File: src/rtl/game_ctrl_pkg.sv
// Shared types and level-decode helpers for the game control blocks.
// Provides the spawn FSM state type, ball/level limits and decode functions.
package game_ctrl_pkg;

    typedef enum logic [2:0] {
        S_IDLE,
        S_SELECT,
        S_SPAWN,
        S_WAIT_ACK,
        S_WAIT_GAP
    } spawn_state_t;

    localparam int MAX_LEVEL = 12;
    localparam int NUM_BALLS = 3;

    function automatic logic [3:0] clamp_level(input logic [3:0] level);
        return (level > 4'(MAX_LEVEL)) ? 4'(MAX_LEVEL) : level;
    endfunction

    // Levels cycle 1,2,3 balls; every third level bumps the size.
    function automatic logic [1:0] level_to_need(input logic [3:0] level);
        logic [3:0] l;
        l = clamp_level(level);
        if (l == 4'd0) return 2'd0;
        return 2'((l - 4'd1) % 4'd3 + 4'd1);
    endfunction

    function automatic logic [1:0] level_to_size(input logic [3:0] level);
        logic [3:0] l;
        l = clamp_level(level);
        if (l == 4'd0) return 2'd0;
        return 2'((l - 4'd1) / 4'd3);
    endfunction

    function automatic logic [2:0] slot_onehot(input logic [1:0] slot);
        logic [2:0] oh;
        oh = '0;
        for (int k = 0; k < NUM_BALLS; k++)
            if (slot == 2'(k)) oh[k] = 1'b1;
        return oh;
    endfunction

endpackage

File: src/rtl/sec_edge_detect.sv
// Rising-edge pulse generator for a slow square wave (e.g. 1 Hz secClk).
// Ports: clk, reset (async high), sig_i (level input), rise_o (1-cycle pulse).
module sec_edge_detect (
    input  logic clk,
    input  logic reset,
    input  logic sig_i,
    output logic rise_o
);

    logic sig_q;

    always_ff @(posedge clk or posedge reset) begin
        if (reset) sig_q <= 1'b0;
        else       sig_q <= sig_i;
    end

    assign rise_o = sig_i & ~sig_q;

endmodule

File: src/rtl/ball_spawn_scheduler.sv
// Sequences ball spawns per level: one slot at a time, ack handshake with
// timeout/retry, and a seconds gap between spawns.
// Ports: clk, reset, enable, level, secClk, ballInUse in; ballActive,
// ballInitialState, busy, errCount out (all registered).
module ball_spawn_scheduler
    import game_ctrl_pkg::*;
#(
    parameter int SPAWN_GAP_SEC = 2,
    parameter int ACK_TIMEOUT   = 16,
    parameter int ERR_W         = 4
) (
    input  logic             clk,
    input  logic             reset,
    input  logic             enable,
    input  logic [3:0]       level,
    input  logic             secClk,
    input  logic [2:0]       ballInUse,
    output logic [2:0]       ballActive,
    output logic [5:0]       ballInitialState,
    output logic             busy,
    output logic [ERR_W-1:0] errCount
);

    localparam int ACK_W = (ACK_TIMEOUT > 1) ? $clog2(ACK_TIMEOUT) : 1;
    localparam int GAP_W = $clog2(SPAWN_GAP_SEC + 1);

    spawn_state_t     state_q, state_d;
    logic [1:0]       slot_q, slot_d;
    logic [3:0]       lvl_q, lvl_d;
    logic [ACK_W-1:0] ack_q, ack_d;
    logic [GAP_W-1:0] gap_q, gap_d;
    logic [ERR_W-1:0] err_q, err_d;
    logic [2:0]       act_q, act_d;
    logic [5:0]       init_q, init_d;
    logic             busy_q, busy_d;

    logic       sec_tick;
    logic       found;
    logic [1:0] pick;
    logic [1:0] need;
    logic [1:0] size;

    sec_edge_detect u_sec (
        .clk    (clk),
        .reset  (reset),
        .sig_i  (secClk),
        .rise_o (sec_tick)
    );

    assign need = level_to_need(level);
    assign size = level_to_size(lvl_d);

    // Lowest free slot below the level's ball count.
    always_comb begin
        found = 1'b0;
        pick  = 2'd0;
        for (int k = NUM_BALLS - 1; k >= 0; k--) begin
            if (2'(k) < need && !ballInUse[k]) begin
                found = 1'b1;
                pick  = 2'(k);
            end
        end
    end

    always_ff @(posedge clk or posedge reset) begin
        if (reset) begin
            state_q <= S_IDLE;
            slot_q  <= '0;
            lvl_q   <= '0;
            ack_q   <= '0;
            gap_q   <= '0;
            err_q   <= '0;
            act_q   <= '0;
            init_q  <= '0;
            busy_q  <= 1'b0;
        end else begin
            state_q <= state_d;
            slot_q  <= slot_d;
            lvl_q   <= lvl_d;
            ack_q   <= ack_d;
            gap_q   <= gap_d;
            err_q   <= err_d;
            act_q   <= act_d;
            init_q  <= init_d;
            busy_q  <= busy_d;
        end
    end

    always_comb begin
        state_d = state_q;
        slot_d  = slot_q;
        lvl_d   = lvl_q;
        ack_d   = ack_q;
        gap_d   = gap_q;
        err_d   = err_q;
        if (!enable) begin
            state_d = S_IDLE;
        end else begin
            unique case (state_q)
                S_IDLE: begin
                    if (level != 4'd0) state_d = S_SELECT;
                end
                S_SELECT: begin
                    lvl_d = level;
                    if (found) begin
                        slot_d  = pick;
                        state_d = S_SPAWN;
                    end
                end
                S_SPAWN: begin
                    ack_d   = '0;
                    state_d = S_WAIT_ACK;
                end
                S_WAIT_ACK: begin
                    // Ack wins over a simultaneous timeout.
                    if ((ballInUse & slot_onehot(slot_q)) != 3'b000) begin
                        gap_d   = '0;
                        state_d = S_WAIT_GAP;
                    end else if (ack_q == ACK_W'(ACK_TIMEOUT - 1)) begin
                        if (err_q != '1) err_d = err_q + ERR_W'(1);
                        state_d = S_SELECT;
                    end else begin
                        ack_d = ack_q + ACK_W'(1);
                    end
                end
                S_WAIT_GAP: begin
                    if (sec_tick) begin
                        gap_d = gap_q + GAP_W'(1);
                        if (gap_d == GAP_W'(SPAWN_GAP_SEC)) state_d = S_SELECT;
                    end
                end
                default: state_d = S_IDLE;
            endcase
        end
    end

    // Outputs are registered from the next state so they align with it.
    always_comb begin
        act_d  = '0;
        init_d = init_q;
        busy_d = (state_d == S_SPAWN) || (state_d == S_WAIT_ACK);
        if (state_d == S_SPAWN && state_q != S_SPAWN) begin
            act_d = slot_onehot(slot_d);
            for (int k = 0; k < NUM_BALLS; k++)
                if (slot_d == 2'(k)) init_d[2*k +: 2] = size;
        end
    end

    assign ballActive       = act_q;
    assign ballInitialState = init_q;
    assign busy             = busy_q;
    assign errCount         = err_q;

endmodule

File: config.mk
export PLATFORM = sky130hd
export DESIGN_NAME = ball_spawn_scheduler
export DESIGN_NICKNAME = d
export VERILOG_FILES = /design/src/rtl/game_ctrl_pkg.sv /design/src/rtl/sec_edge_detect.sv /design/src/rtl/ball_spawn_scheduler.sv
export SDC_FILE = /design/constraint.sdc
export NUM_CORES = 1
export LEC_CHECK = 0
export CORE_MARGIN = 1
export CORE_UTILIZATION = 25
export DETAILED_ROUTE_END_ITERATION = 8
export GPL_TIMING_DRIVEN = 0
export PLACE_DENSITY_LB_ADDON = 0.25
export SLEW_MARGIN = 25
export SYNTH_ARGS = -nofsm -noshare
export SYNTH_HDL_FRONTEND = slang
export SYNTH_SLANG_ARGS = --single-unit
File: constraint.sdc
create_clock -name clk -period 4.7 [get_ports clk]
set_clock_uncertainty 0.1 [all_clocks]
set_input_delay 1.41 -clock clk [delete_from_list [all_inputs] [get_ports clk]]
set_output_delay 1.41 -clock clk [all_outputs]
set_load 0.03 [all_outputs]
==> out/qor.json <==
{
  "cts-hold-fix-buffers": {"value": 0},
  "fillers": {"value": 798},
  "synth_most_common_cell": {"value": "sky130_fd_sc_hd__dfrtp_1"},
  "power_density": {"value": 510, "unit": "nW/um2"},
  "ant_nets": {"value": 0},
  "syn_avg_cell_area": {"value": 8.87, "unit": "um2"},
  "yosys.area.top_type_share": {"value": 0.375},
  "initial_utilization": {"value": 0.259},
  "cts_made_buffers": {"value": 5},
  "vias": {"value": 1750},
  "drtPass1Iterations": {"value": 5},
  "die_h": {"value": 91.5, "unit": "um"},
  "critical_path.max_fanout": {"value": 4},
  "cts_root_buf": {"value": "sky130_fd_sc_hd__clkbuf_8"},
  "ys_top_cells_by_area": {"value": "sky130_fd_sc_hd__dfrtp_1 (37%), sky130_fd_sc_hd__ha_1 (7.5%), sky130_fd_sc_hd__nand2_1 (4.9%), sky130_fd_sc_hd__o21ai_0 (4.2%), sky130_fd_sc_hd__inv_1 (4.1%)"},
  "final-max-slew-violation-count": {"value": 0},
  "post_synth_inst_count": {"value": 226},
  "fin_nets": {"value": 291},
  "dr.first_iter.drc_count": {"value": 64},
  "synth-simple-area-share": {"value": 0.192},
  "placement_rows": {"value": 32},
  "area.growth.synth_to_final": {"value": 38.1, "unit": "%"},
  "setup_slack": {"value": -0.165, "unit": "ns"},
  "first_global_vias": {"value": 1691},
  "post-route-period-util": {"value": 1.04},
  "power.static_leakage": {"value": 0.00125, "unit": "uW"},
  "final_period_minus_worst_setup_slack": {"value": 4.86, "unit": "ns"},
  "postRouteWirelength": {"value": 4.57, "unit": "mm"},
  "synth_top_family_by_area": {"value": "simple AND/OR/NAND/NOR gates"},
  "grt_remaining_overflow": {"value": 0},
  "hold_viol_final": {"value": 0},
  "area_of_the_multi_input_gates": {"value": 1320, "unit": "um2"},
  "yosys-mux-area-fraction": {"value": 0.0687},
  "boundaryPins": {"value": 25},
  "global_route_wire_length_before_repair": {"value": 7.91, "unit": "mm"},
  "synth_xor_area_frac": {"value": 0.0549},
  "crit_end_category": {"value": "flop"},
  "ctsHtreeMaxLevel": {"value": 2},
  "placed_wire_length_estimate": {"value": 3.43, "unit": "mm"},
  "yosysWarnings": {"value": 0},
  "rsz0062_at_grt": {"value": "yes"},
  "status": {"value": "finished, violations left"},
  "routedWlPerCell": {"value": 12.3, "unit": "um"},
  "n_antenna_cell": {"value": 0},
  "core-area": {"value": 7730, "unit": "um2"},
  "postSynthNetCount": {"value": 249},
  "adder_cell_fraction_of_synth_area": {"value": 0.0749},
  "total_negative_setup_slacks": {"value": -0.568, "unit": "ns"},
  "regArea": {"value": 751, "unit": "um2"},
  "drc_violations_left": {"value": 0},
  "clockBufferDepth": {"value": 2},
  "synth_top_cells_by_count": {"value": "sky130_fd_sc_hd__dfrtp_1 (30), sky130_fd_sc_hd__nand2_1 (26), sky130_fd_sc_hd__inv_1 (22)"},
  "worstPathArrival": {"value": 4.93, "unit": "ns"},
  "mappedNetlistArea": {"value": 2000, "unit": "um2"},
  "hold_class": {"value": "flop to flop"},
  "routabilityCongestion": {"value": 0.776},
  "dp_slack": {"value": -1.39, "unit": "ns"},
  "clock.fmax": {"value": 0.206, "unit": "GHz"},
  "share_of_flip_flops_with_an_asynchronous_set_or_reset_after_synthesis": {"value": 1.00},
  "maxCapViolations": {"value": 0},
  "tightestPinTransition": {"value": 0.607, "unit": "ns"},
  "die-width": {"value": 91.5, "unit": "um"},
  "ys_ff_latch": {"value": 30},
  "ir_worst_vdd": {"value": 0.157, "unit": "mV"},
  "fp.dieArea": {"value": 8380, "unit": "um2"},
  "slew_headroom": {"value": 0.593},
  "port_buffers": {"value": 23},
  "number_of_synthesized_flops_with_an_enable_pin": {"value": 0},
  "worst_skew_pair.late_latency": {"value": 0.28, "unit": "ns"},
  "post_route_cells_drive_above_1_share": {"value": 0.268},
  "synth-compound-area-share": {"value": 0.177},
  "tritoncts": {"value": "done"},
  "synth_area_leader_cell": {"value": "sky130_fd_sc_hd__dfrtp_1"},
  "cts_num_sinks": {"value": 30},
  "violated_checks": {"value": "negative setup slack"},
  "ys_seq_area_frac": {"value": 0.375},
  "antenna_violations_before_repair": {"value": 0},
  "globalRouteTotalUtil": {"value": 0.117},
  "required": {"value": 4.77, "unit": "ns"},
  "grt_start_max_net_pins": {"value": 31},
  "clkTransAtPathRegs": {"value": 0.06, "unit": "ns"},
  "final-setup-viol-count": {"value": 4},
  "worstSetupStartpointType": {"value": "input port"},
  "number_of_vias_per_cell_after_detailed_routing": {"value": 4.72},
  "synth_ff_type": {"value": "sky130_fd_sc_hd__dfrtp_1"},
  "synth.distinct_cells": {"value": 50},
  "cp_class": {"value": "input port to flop"}
}
-- power breakdown --
| group | total, uW | switching, uW | leakage [uW] | internal (uW) |
|---|---|---|---|---|
| combinational | 775 | 423 | 0.000796 | 352 |
| clock | 255 | 99.0 | 0.0000579 | 156 |
| sequential | 383 | 51.0 | 0.000395 | 332 |
-- through the flow --
| stage | instance area (um2) | std cells | utilization | hold slack, ns | total power, uW |
|---|---|---|---|---|---|
| 6_report | 2770 | 371 | 0.358 | 0.408 | 1410 |
| 5_1_grt | 2770 | 371 | 0.358 | 0.426 | 1530 |
| 4_1_cts | 2730 | 369 | 0.353 | 0.408 | 1420 |
| 3_5_place_dp | 2470 | 351 | 0.320 | 0.398 | 1110 |
| 3_3_place_gp | 2470 | 351 | 0.320 | 0.373 | 1090 |
| 2_1_floorplan | 2110 | 226 | - | 0.350 | 918 |
-- path summary, 6_finish.rpt --
path	from	to	slack, ns	cells past startpoint
max	level[3]	ballInitialState[4]	-0.16	23
min reg2reg	gap_q[0]	gap_q[0]	0.41	1
max reg2reg	state_q[0]	ballInitialState[2]	1.11	17
min	gap_q[0]	gap_q[0]	0.41	1
max in group asynchronous	reset	busy	2.66	2
min in group asynchronous	reset	ballInitialState[2]	1.43	2
-- cell families (layout without fill, tap and decap cells) --
logic type	Yosys count	count (layout)
and+or+nand+nor	78	78
AOI/OAI and AO/OA	54	54
DFF	30	30
buffers and inverters	29	72
adders and majority gates	12	12
muxes	12	12
xor gates and xnor gates	11	11
-- final cells by class --
class                      count  share of cell area
buffer                         5              0.0131
clock buffer                   5              0.0249
clock inverter                 3              0.0145
inverter                      23              0.0312
multi-input combinational    167               0.476
sequential                    30               0.271
tap                          102              0.0461
timing repair buffer          36               0.123
-- metal layers --
metal  vias up  wire length [um]  GRT usage
met2        37              2170      0.195
met4         0                60     0.0344
met1       835              2150      0.153
met3         6               191     0.0226
li1        872                 -          -
met5         -                 0          0
-- sequential cells by signal, summed over array words and instances, names as in the netlist --
register	flops
slot_q	2
u_sec.sig_q	1
ballActive	3
gap_q	2
lvl_q	4
ack_q	4
ballInitialState	6
state_q	3
busy	1
errCount	4
-- worst max-delay path, cell delays in order --
cell,delay (ns)
sky130_fd_sc_hd__buf_12,0.07
sky130_fd_sc_hd__nand2_4,0.05
sky130_fd_sc_hd__and2_4,0.15
sky130_fd_sc_hd__inv_2,0.05
sky130_fd_sc_hd__ha_4,0.16
sky130_fd_sc_hd__nand2b_4,0.13
sky130_fd_sc_hd__o21ai_4,0.05
sky130_fd_sc_hd__nand2_2,0.06
sky130_fd_sc_hd__o31ai_2,0.07
sky130_fd_sc_hd__ha_2,0.19
sky130_fd_sc_hd__inv_2,0.06
sky130_fd_sc_hd__ha_4,0.12
sky130_fd_sc_hd__inv_2,0.04
sky130_fd_sc_hd__a311oi_4,0.25
sky130_fd_sc_hd__xnor2_2,0.15
sky130_fd_sc_hd__inv_1,0.06
sky130_fd_sc_hd__ha_2,0.18
sky130_fd_sc_hd__or4_1,0.39
sky130_fd_sc_hd__o31a_1,0.15
sky130_fd_sc_hd__mux2_4,0.27
sky130_fd_sc_hd__or3_4,0.39
sky130_fd_sc_hd__nor2_4,0.15
sky130_fd_sc_hd__mux2_4,0.31
-- cells in the final DEF (no fill, tap or decap), types with 4 or more instances in the layout --
cell type	n
sky130_fd_sc_hd__mux2i_1	4
sky130_fd_sc_hd__nand2_1	22
sky130_fd_sc_hd__ha_1	6
sky130_fd_sc_hd__nor3_1	5
sky130_fd_sc_hd__dfrtp_1	30
sky130_fd_sc_hd__xnor2_1	8
sky130_fd_sc_hd__mux2_4	5
sky130_fd_sc_hd__inv_1	17
sky130_fd_sc_hd__o21ai_0	15
sky130_fd_sc_hd__inv_2	6
sky130_fd_sc_hd__clkbuf_8	5
sky130_fd_sc_hd__buf_4	12
sky130_fd_sc_hd__clkdlybuf4s50_1	19
sky130_fd_sc_hd__a21oi_1	10
sky130_fd_sc_hd__nor2_1	12
sky130_fd_sc_hd__nand3_1	8
-- timing repair --
| action | CTS | global route |
|---|---|---|
| setup endpoints to repair | 14 | 12 |
| gates resized for setup | 32 | 9 |
| setup buffers | 11 | 2 |
| pin swaps | 13 | 2 |
Power figures use the tool's default switching activity.
